--- config.mk ---
export PLATFORM = sky130hd
export DESIGN_NAME = extio8x4_isched
export DESIGN_NICKNAME = d
export VERILOG_FILES = /design/src/rtl/extio8x4_pkg.sv /design/src/rtl/extio8x4_rr_arb4.sv /design/src/rtl/extio8x4_isched.sv
export SDC_FILE = /design/constraint.sdc
export NUM_CORES = 1
export LEC_CHECK = 0
export ABC_CLOCK_PERIOD_IN_PS = 2140
export BUFFER_PORTS_ARGS = -buffer_cell sky130_fd_sc_hd__clkbuf_2
export CAP_MARGIN = 0
export CELL_PAD_IN_SITES_DETAIL_PLACEMENT = 1
export CELL_PAD_IN_SITES_GLOBAL_PLACEMENT = 1
export CORE_MARGIN = 3
export CORE_UTILIZATION = 30
export DETAILED_ROUTE_END_ITERATION = 6
export GPL_ROUTABILITY_DRIVEN = 0
export GPL_TIMING_DRIVEN = 0
export PLACE_DENSITY = 0.54
export SYNTH_ARGS = -nofsm -noshare
export SYNTH_HDL_FRONTEND = slang
export SYNTH_SLANG_ARGS = --single-unit
--- constraint.sdc ---
create_clock -name clk -period 2.14 [get_ports clk]
set_input_delay 0.214 -clock clk [delete_from_list [all_inputs] [get_ports clk]]
set_output_delay 0.214 -clock clk [all_outputs]
set_load 0.005 [all_outputs]
--- src/rtl/extio8x4_pkg.sv ---
// Shared types and constants for the extio8x4 initiator-side scheduler.
// Slot numbering, command nibbles and status bit positions live here so every file agrees.
package extio8x4_pkg;

    typedef enum logic [2:0] {
        IDLE  = 3'd0,
        POLL  = 3'd1,
        ARB   = 3'd2,
        WAIT  = 3'd3,
        ISSUE = 3'd4
    } state_t;

    localparam logic [1:0] SLOT_RD0 = 2'd0;
    localparam logic [1:0] SLOT_WR0 = 2'd1;
    localparam logic [1:0] SLOT_RD1 = 2'd2;
    localparam logic [1:0] SLOT_WR1 = 2'd3;

    localparam logic [3:0] CMD_RD0     = 4'b0001;
    localparam logic [3:0] CMD_WR0     = 4'b0000;
    localparam logic [3:0] CMD_RD1     = 4'b0011;
    localparam logic [3:0] CMD_WR1     = 4'b0010;
    localparam logic [3:0] CMD_INVALID = 4'b1111;

    // Target status is active-low: a 0 bit means data pending / room available
    localparam int STAT_RX0 = 0;
    localparam int STAT_TX0 = 1;
    localparam int STAT_RX1 = 2;
    localparam int STAT_TX1 = 3;

    function automatic logic [3:0] slot_cmd(input logic [1:0] k);
        logic [3:0] c;
        case (k)
            SLOT_RD0: c = CMD_RD0;
            SLOT_WR0: c = CMD_WR0;
            SLOT_RD1: c = CMD_RD1;
            default:  c = CMD_WR1;
        endcase
        return c;
    endfunction

endpackage

--- src/rtl/extio8x4_rr_arb4.sv ---
// Combinational 4-way round-robin picker: search begins at ptr and wraps 3->0,
// the first eligible slot wins.
module extio8x4_rr_arb4 (
    input  logic [3:0] elig,
    input  logic [1:0] ptr,
    output logic       gnt_vld,
    output logic [1:0] gnt_idx
);

    logic [1:0] w_cand;

    // Walk offsets from farthest to nearest so the nearest eligible slot is the last written
    always_comb begin
        gnt_vld = 1'b0;
        gnt_idx = ptr;
        w_cand  = ptr;
        for (int i = 3; i >= 0; i--) begin
            w_cand = ptr + 2'(i);
            if (elig[w_cand]) begin
                gnt_vld = 1'b1;
                gnt_idx = w_cand;
            end
        end
    end

endmodule

--- src/rtl/extio8x4_isched.sv ---
// Initiator-side channel scheduler: polls target status, arbitrates four transfer
// slots round-robin and issues one command at a time, with a watchdog on both handshakes.
module extio8x4_isched
    import extio8x4_pkg::*;
#(
    parameter int POLL_GAP = 16,
    parameter int TIMEOUT  = 1024
) (
    input  logic       clk,
    input  logic       resetn,
    input  logic       en,
    input  logic       err_clr,
    output logic       stat_req,
    input  logic       stat_valid,
    input  logic [3:0] stat4,
    output logic       cmd_req,
    output logic [3:0] cmd4,
    input  logic       cmd_done,
    input  logic [1:0] loc_rx_room,
    input  logic [1:0] loc_tx_pend,
    output logic       busy,
    output logic       timeout_err
);

    localparam int WDW = $clog2(TIMEOUT);
    localparam int GW  = (POLL_GAP > 1) ? $clog2(POLL_GAP) : 1;
    localparam logic [WDW-1:0] WD_LAST  = WDW'(TIMEOUT - 1);
    localparam logic [GW-1:0]  GAP_LOAD = GW'(POLL_GAP - 1);

    state_t           r_state;
    logic             r_stat_req;
    logic             r_cmd_req;
    logic [3:0]       r_cmd4;
    logic             r_busy;
    logic             r_timeout_err;
    logic [1:0]       r_rr_ptr;
    logic [3:0]       r_stat_q;
    logic [WDW-1:0]   r_wd_cnt;
    logic [GW-1:0]    r_gap_cnt;

    logic [3:0]       w_elig;
    logic             w_gnt_vld;
    logic [1:0]       w_gnt_idx;

    always_comb begin
        w_elig           = 4'b0000;
        w_elig[SLOT_RD0] = ~r_stat_q[STAT_RX0] & loc_rx_room[0];
        w_elig[SLOT_WR0] = ~r_stat_q[STAT_TX0] & loc_tx_pend[0];
        w_elig[SLOT_RD1] = ~r_stat_q[STAT_RX1] & loc_rx_room[1];
        w_elig[SLOT_WR1] = ~r_stat_q[STAT_TX1] & loc_tx_pend[1];
    end

    extio8x4_rr_arb4 u_arb (
        .elig    (w_elig),
        .ptr     (r_rr_ptr),
        .gnt_vld (w_gnt_vld),
        .gnt_idx (w_gnt_idx)
    );

    // A later timeout assignment overrides an earlier err_clr, so expiry wins a tie
    always_ff @(posedge clk or negedge resetn) begin
        if (!resetn) begin
            r_state       <= IDLE;
            r_stat_req    <= 1'b0;
            r_cmd_req     <= 1'b0;
            r_cmd4        <= CMD_INVALID;
            r_busy        <= 1'b0;
            r_timeout_err <= 1'b0;
            r_rr_ptr      <= 2'd0;
            r_stat_q      <= 4'b1111;
            r_wd_cnt      <= '0;
            r_gap_cnt     <= '0;
        end else begin
            if (err_clr) r_timeout_err <= 1'b0;
            case (r_state)
                IDLE: begin
                    if (en && !r_timeout_err) begin
                        r_state    <= POLL;
                        r_stat_req <= 1'b1;
                        r_busy     <= 1'b1;
                        r_wd_cnt   <= '0;
                    end
                end
                POLL: begin
                    if (stat_valid) begin
                        r_stat_q   <= stat4;
                        r_stat_req <= 1'b0;
                        r_state    <= ARB;
                    end else if (r_wd_cnt == WD_LAST) begin
                        r_stat_req    <= 1'b0;
                        r_timeout_err <= 1'b1;
                        r_busy        <= 1'b0;
                        r_state       <= IDLE;
                    end else begin
                        r_wd_cnt <= r_wd_cnt + 1'b1;
                    end
                end
                ARB: begin
                    if (!en) begin
                        r_busy  <= 1'b0;
                        r_state <= IDLE;
                    end else if (w_gnt_vld) begin
                        r_cmd_req <= 1'b1;
                        r_cmd4    <= slot_cmd(w_gnt_idx);
                        r_rr_ptr  <= w_gnt_idx + 2'd1;
                        r_wd_cnt  <= '0;
                        r_state   <= ISSUE;
                    end else begin
                        r_gap_cnt <= GAP_LOAD;
                        r_state   <= WAIT;
                    end
                end
                WAIT: begin
                    if (!en) begin
                        r_busy  <= 1'b0;
                        r_state <= IDLE;
                    end else if (r_gap_cnt == '0) begin
                        r_stat_req <= 1'b1;
                        r_wd_cnt   <= '0;
                        r_state    <= POLL;
                    end else begin
                        r_gap_cnt <= r_gap_cnt - 1'b1;
                    end
                end
                ISSUE: begin
                    if (cmd_done) begin
                        r_cmd_req <= 1'b0;
                        r_cmd4    <= CMD_INVALID;
                        if (en) begin
                            r_stat_req <= 1'b1;
                            r_wd_cnt   <= '0;
                            r_state    <= POLL;
                        end else begin
                            r_busy  <= 1'b0;
                            r_state <= IDLE;
                        end
                    end else if (r_wd_cnt == WD_LAST) begin
                        r_cmd_req     <= 1'b0;
                        r_cmd4        <= CMD_INVALID;
                        r_timeout_err <= 1'b1;
                        r_busy        <= 1'b0;
                        r_state       <= IDLE;
                    end else begin
                        r_wd_cnt <= r_wd_cnt + 1'b1;
                    end
                end
                default: begin
                    r_stat_req <= 1'b0;
                    r_cmd_req  <= 1'b0;
                    r_cmd4     <= CMD_INVALID;
                    r_busy     <= 1'b0;
                    r_state    <= IDLE;
                end
            endcase
        end
    end

    assign stat_req    = r_stat_req;
    assign cmd_req     = r_cmd_req;
    assign cmd4        = r_cmd4;
    assign busy        = r_busy;
    assign timeout_err = r_timeout_err;

endmodule

==> results of run 1 <==
cells by family after synthesis:
group                      count (synthesis)  share of synthesized area (%)
muxes                                      7                           4.09
buffers and inverters                     17                           3.96
adders and majority gates                  4                           2.60
AOI/OAI and AO/OA                         58                           21.5
and+or+nand+nor                           98                           28.4
DFF                                       30                           39.4
state kept, by name, indices dropped and copies added (netlist names):
| signal | count |
|---|---|
| busy | 1 |
| cmd4 | 3 |
| cmd_req | 1 |
| r_gap_cnt | 4 |
| r_rr_ptr | 2 |
| r_stat_q | 4 |
| r_state | 3 |
| r_wd_cnt | 10 |
| stat_req | 1 |
| timeout_err | 1 |
power breakdown:
| part | switching, mW | total (mW) | leakage (nW) | internal, mW |
|---|---|---|---|---|
| logic | 0.755 | 1.28 | 0.540 | 0.526 |
| registers | 0.162 | 0.949 | 0.363 | 0.787 |
| clock network | 0.245 | 0.742 | 0.0714 | 0.497 |
| total | 1.16 | 2.97 | 0.975 | 1.81 |
per-layer routing:
layer / global-route usage, % / vias up / wire, microns
met4: 3.68 / 0 / 66
met2: 24.6 / 35 / 2350
li1: - / 834 / -
met3: 2.85 / 6 / 175
met5: 0 / - / 0
met1: 21.9 / 839 / 2620
worst paths after layout:
kind / slack, ps / end / cells past startpoint
max: 180 / stat_req$_DFFE_PN0P_ / 7
min: 8 / cmd_req$_DFFE_PN0P_ / 1
max reg2reg: 180 / stat_req$_DFFE_PN0P_ / 7
min reg2reg: 490 / stat_req$_DFFE_PN0P_ / 1
max in group asynchronous: 1610 / r_wd_cnt[4]$_DFFE_PN0P_ / 1
min in group clk: 120 / timeout_err$_DFF_PN0_ / 2
synth_stat cells (3+ instances only):
library cell	n
mux2_1	3
mux2_2	4
o21ai_1	6
nand2_1	29
nand3_1	10
inv_1	11
o21ai_0	12
ha_1	4
dfrtp_1	23
nand2b_1	5
a31oi_1	5
nor2b_1	5
nor2_1	16
dfstp_2	7
and2b_1	3
o22ai_1	3
nor3_2	4
buf_2	4
nor3_1	8
a21oi_1	10
area by class of cell:
class	count	area [sq um]
Clock buffer	6	82.6
Clock inverter	2	60.1
Timing Repair Buffer	20	100
Sequential cell	30	759
Buffer	6	35.0
Inverter	11	41.3
Multi-Input combinational cell	167	1090
Fill cell	718	3800
Tap cell	75	93.8
placed cells by master (no fill, tap or decap), drive strengths merged, types with 3 or more instances in the layout:
cell type and count:
nor3 13, and2b 3, clkbuf 26, o21a 3, ha 4, nor2 17
dfstp 7, a31oi 6, mux2 7, inv 11, o22ai 4, a21oi 12
buf 6, o21ai 18, nor2b 5, dfrtp 23, nand3 11, nand2 29
nand2b 7
worst reg2reg max path, stage by stage (launching register included):
cell and delay, ps:
dfrtp_1 420, inv_1 70, ha_1 180, nor2b_1 240
and3b_1 260, o22ai_4 140, nor3_2 200, mux2_1 330
stage by stage:
step                      setup WS (ps)  hold WS [ps]  area, sq um  power (mW)  instances
after CTS                           155          36.4         2260        3.02        317
after global placement              193           350         2120        2.24        309
final                               183          8.35         2260        2.97        317
after detailed placement            167           352         2120        2.27        309
after floorplan                     310         -81.6         1930        1.87        214
after global routing               11.2          57.7         2260        3.23        317
==> flow_summary.json, run 1 <==
{
  "outcome": "complete, no violations",
  "synth.top_cell.area_share_pct": 29.9,
  "synth_nets": 232,
  "io_buffer_count": 20,
  "io_pins": 22,
  "maxSlewViolCount": 0,
  "diodes": 0,
  "syn-cell-area_sq_um": 1930,
  "timing.max_cap.violations": 0,
  "ys_seq_area_share_pct": 39.4,
  "crit_buf_inv": 1,
  "via_per_inst": 5.41,
  "cts_sinks": 30,
  "chipWidth_microns": 86.2,
  "postCtsSetupBuffers": 0,
  "peakVddDrop_uv": 460,
  "start_util_pct": 31.8,
  "setup_viol": 0,
  "arrival_ps": 2120,
  "maxSlewHeadroom_pct": 45.6,
  "path_class": "reg2reg",
  "grt_max_degree": 31,
  "hold_viol_final": 0,
  "numCtsBuffers": 5,
  "worst_pin_slew_ps": 816,
  "pwr_density_cell_nw_per_um2": 1310,
  "worstPathRequired_ps": 2310,
  "synth_cell_type_count": 54,
  "max_stage_delay_ps": 420,
  "finalCritPeriodShare_pct": 91.5,
  "ant_nets": 0,
  "rows": 28,
  "drc": 0,
  "avgSynthCellArea_sq_um": 9.01,
  "ctsHoldBuffers": 0,
  "track_usage_pct": 15.5,
  "cts_tree": "done",
  "post_drt_wl_per_cell_microns": 16.5,
  "htree_levels": 2,
  "cts_root_buf": "clkbuf_8",
  "crit_slowest_cell": "dfrtp_1",
  "path_clk_slew_ps": 80,
  "die_area_sq_um": 7430,
  "clock_latency_ps": 290,
  "ys.flop_type": "dfrtp_1",
  "core_area_sq_um": 6060,
  "synth-edff-count": 0,
  "antenna_found_initial": 0,
  "dp_hpwl_mm": 3.76,
  "crit_path_end_kind": "flop",
  "crit_fanout": 6,
  "die_h_microns": 86.2,
  "async_reset_ff_share_pct": 100,
  "layout-drive-gt1-share_pct": 26.4,
  "syn2layout_area_growth_pct": 17.5,
  "r2r-start": "r_gap_cnt[0]$_DFFE_PN0P_",
  "startpoint": "r_gap_cnt[0]$_DFFE_PN0P_",
  "syn_inst": 214,
  "drtPass1Iterations": 4,
  "cts_resized": 0,
  "hold_class": "in2async",
  "fin_tns_setup_ps": 0,
  "totalWireLength_mm": 5.22,
  "cp-start-kind": "flop",
  "nNetsFinal": 259,
  "rsz0062_at_grt": "no",
  "cts_buffer_depth": 2,
  "drt_iter0_markers": 40,
  "grt_pass1_wl_mm": 9.14,
  "ys_seq_elements": 30,
  "synth_top_cell_by_area": "dfrtp_1",
  "timing.fmax_mhz": 511,
  "yosys_warnings": 0,
  "path_cells": "inv_1, ha_1, nor2b_1, and3b_1, o22ai_4, nor3_2, mux2_1",
  "critPathTopFamily": "simple AND/OR/NAND/NOR gates",
  "leakagePower_nw": 0.975,
  "finClkSkew_ps": 11.5,
  "period_needed_ps": 1960,
  "grt_pass1_vias": 1807,
  "fin_util_pct": 37.4,
  "vias": 1714,
  "overflow": 0,
  "synth_area_leaders": "dfrtp_1, dfstp_2, nand2_1, o21ai_0, nor2_1"
}
Note: power is estimated with default switching activity, not from simulation.
==> inputs of run 2 (changes only) <==
- REMOVE_ABC_BUFFERS: unset -> 1
==> flow_summary.json, run 2 (synthesized netlist as in run 1, its figures left out) <==
{
  "path_cells": "nand2b_2, o22ai_1, a222oi_1, inv_1, ha_1, o32a_1",
  "maxSlewHeadroom_pct": 46.2,
  "layout-drive-gt1-share_pct": 25.3,
  "fin_ws_ps": 137,
  "nNetsFinal": 254,
  "p_int_mw": 1.63,
  "cts_tree": "done",
  "path_class": "reg2reg",
  "io_buffer_count": 21,
  "rows": 28,
  "crit_path_end_kind": "flop",
  "worst_pin_slew_ps": 807,
  "largest_reg_flops": 10,
  "maxSlewViolCount": 0,
  "layout_commonest_cell": "nand2_1",
  "postCtsSetupBuffers": 0,
  "vias": 1654,
  "grt_max_degree": 31,
  "max_stage_delay_ps": 530,
  "pwr-share-comb_pct": 41.3,
  "overflow": 0,
  "reg2reg_depth": 6,
  "timing.max_cap.violations": 0,
  "hold_class": "in2async",
  "cts_root_buf": "clkbuf_8",
  "antenna_found_initial": 0,
  "timing.fmax_mhz": 499,
  "cts_sinks": 30,
  "via_per_inst": 5.30,
  "start_util_pct": 31.8,
  "finClkSkew_ps": 13.4,
  "track_usage_pct": 13.7,
  "cp-start-kind": "flop",
  "final_cell_mix": "nand2_1, dfrtp_1, clkbuf_2",
  "cts_buffer_depth": 2,
  "ant_nets": 0,
  "p_seq_share_pct": 37.8,
  "core_area_sq_um": 6060,
  "clock_latency_ps": 280,
  "fill_cells": 728,
  "leakagePower_nw": 0.929,
  "regMostFlops": "r_wd_cnt",
  "post_drt_wl_per_cell_microns": 15.4,
  "arrival_ps": 2210,
  "diodes": 0,
  "pwr-share-clk_pct": 20.9,
  "top_regs": "r_wd_cnt (10), r_gap_cnt (4), r_stat_q (4)",
  "period_needed_ps": 2000,
  "drtPass1Iterations": 4,
  "worstPathRequired_ps": 2350,
  "finalCritPeriodShare_pct": 93.6,
  "p_switching_mw": 1.11,
  "regArea_sq_um": 761,
  "crit_fanout": 7,
  "die_area_sq_um": 7430,
  "dp_hpwl_mm": 3.52,
  "rsz0062_at_grt": "no",
  "drt_iter0_markers": 45,
  "io_pins": 22,
  "peakVddDrop_uv": 478,
  "grt_pass1_wl_mm": 8.22,
  "drc": 0,
  "numCtsBuffers": 5,
  "pre_cts_ws_ps": 47.9,
  "setup_viol": 0,
  "multi_input_area_sq_um": 1090,
  "outcome": "complete, no violations",
  "fin_tns_setup_ps": 0,
  "hold_viol_final": 0,
  "path_clk_slew_ps": 80,
  "chipWidth_microns": 86.2,
  "die_h_microns": 86.2,
  "switching_share_pct": 40.5,
  "syn2layout_area_growth_pct": 14.3,
  "crit_slowest_cell": "dfstp_2",
  "grt_pass1_vias": 1701,
  "htree_levels": 2,
  "pwr_density_cell_nw_per_um2": 1240,
  "totalWireLength_mm": 4.80
}
==> run 2: layout make-up <==
| class | count | share of cell area [%] |
|---|---|---|
| Inverter | 11 | 1.87 |
| Clock inverter | 2 | 1.70 |
| Clock buffer | 6 | 3.29 |
| Multi-Input combinational cell | 167 | 49.6 |
| Tap cell | 75 | 4.26 |
| Timing Repair Buffer | 21 | 4.77 |
| Sequential cell | 30 | 34.5 |
==> run 2: final timing paths <==
| check | from | endpoint | slack, ps |
|---|---|---|---|
| setup reg to reg | r_stat_q[0]$_DFFE_PN1P_ | cmd4[1]$_DFFE_PN1P_ | 140 |
| max in group asynchronous | resetn | r_state[0]$_DFFE_PN0P_ | 1560 |
| hold / removal | resetn | r_rr_ptr[0]$_DFFE_PN0P_ | 10 |
| min in group clk | err_clr | timeout_err$_DFF_PN0_ | 110 |
| setup / recovery | r_stat_q[0]$_DFFE_PN1P_ | cmd4[1]$_DFFE_PN1P_ | 140 |
| hold reg to reg | stat_req$_DFFE_PN0P_ | stat_req$_DFFE_PN0P_ | 490 |
==> run 2: worst max-delay path: cells and delay by family (launching register included) <==
family          cells  cell delay, ps
flops               1             530
compound gates      3             900
buf+inv             1             100
simple gates        1             180
fa+ha+maj           1             210
==> run 2: metal layers <==
metal	wire [microns]	vias to the layer above	global-route usage, %
met5	0	-	0
met4	40	0	2.97
met3	93	4	2.85
met2	2330	12	24.5
met1	2340	822	17.1
li1	-	816	-
==> run 2: power by group through the flow <==
| stage | Combinational [mW] | Clock [mW] | Sequential (mW) |
|---|---|---|---|
| 3_3_place_gp | 1.15 | 0 | 1.05 |
| 6_report | 1.13 | 0.570 | 1.03 |
| 5_1_grt | 1.28 | 0.612 | 1.09 |
| 2_1_floorplan | 0.838 | 0 | 0.982 |
| 4_1_cts | 1.15 | 0.595 | 1.04 |
| 3_5_place_dp | 1.15 | 0 | 1.05 |
==> run 2: metrics by stage <==
| step | total power [mW] | hold WS [ps] | area (sq um) | util [%] | cells |
|---|---|---|---|---|---|
| 6_report | 2.73 | 11.8 | 2200 | 36.4 | 312 |
| 3_3_place_gp | 2.19 | 353 | 2090 | 34.5 | 304 |
| 2_1_floorplan | 1.82 | -81.6 | 1890 | - | 208 |
| 5_1_grt | 2.98 | 66.9 | 2200 | 36.4 | 312 |
| 3_5_place_dp | 2.20 | 350 | 2090 | 34.5 | 304 |
| 4_1_cts | 2.79 | 46.2 | 2200 | 36.3 | 312 |
==> run 2: repair_timing <==
item                                    in CTS  in global routing
gates resized for setup                      0                  2
hold buffers                                 0                  0
endpoints found under the setup margin       0                  5
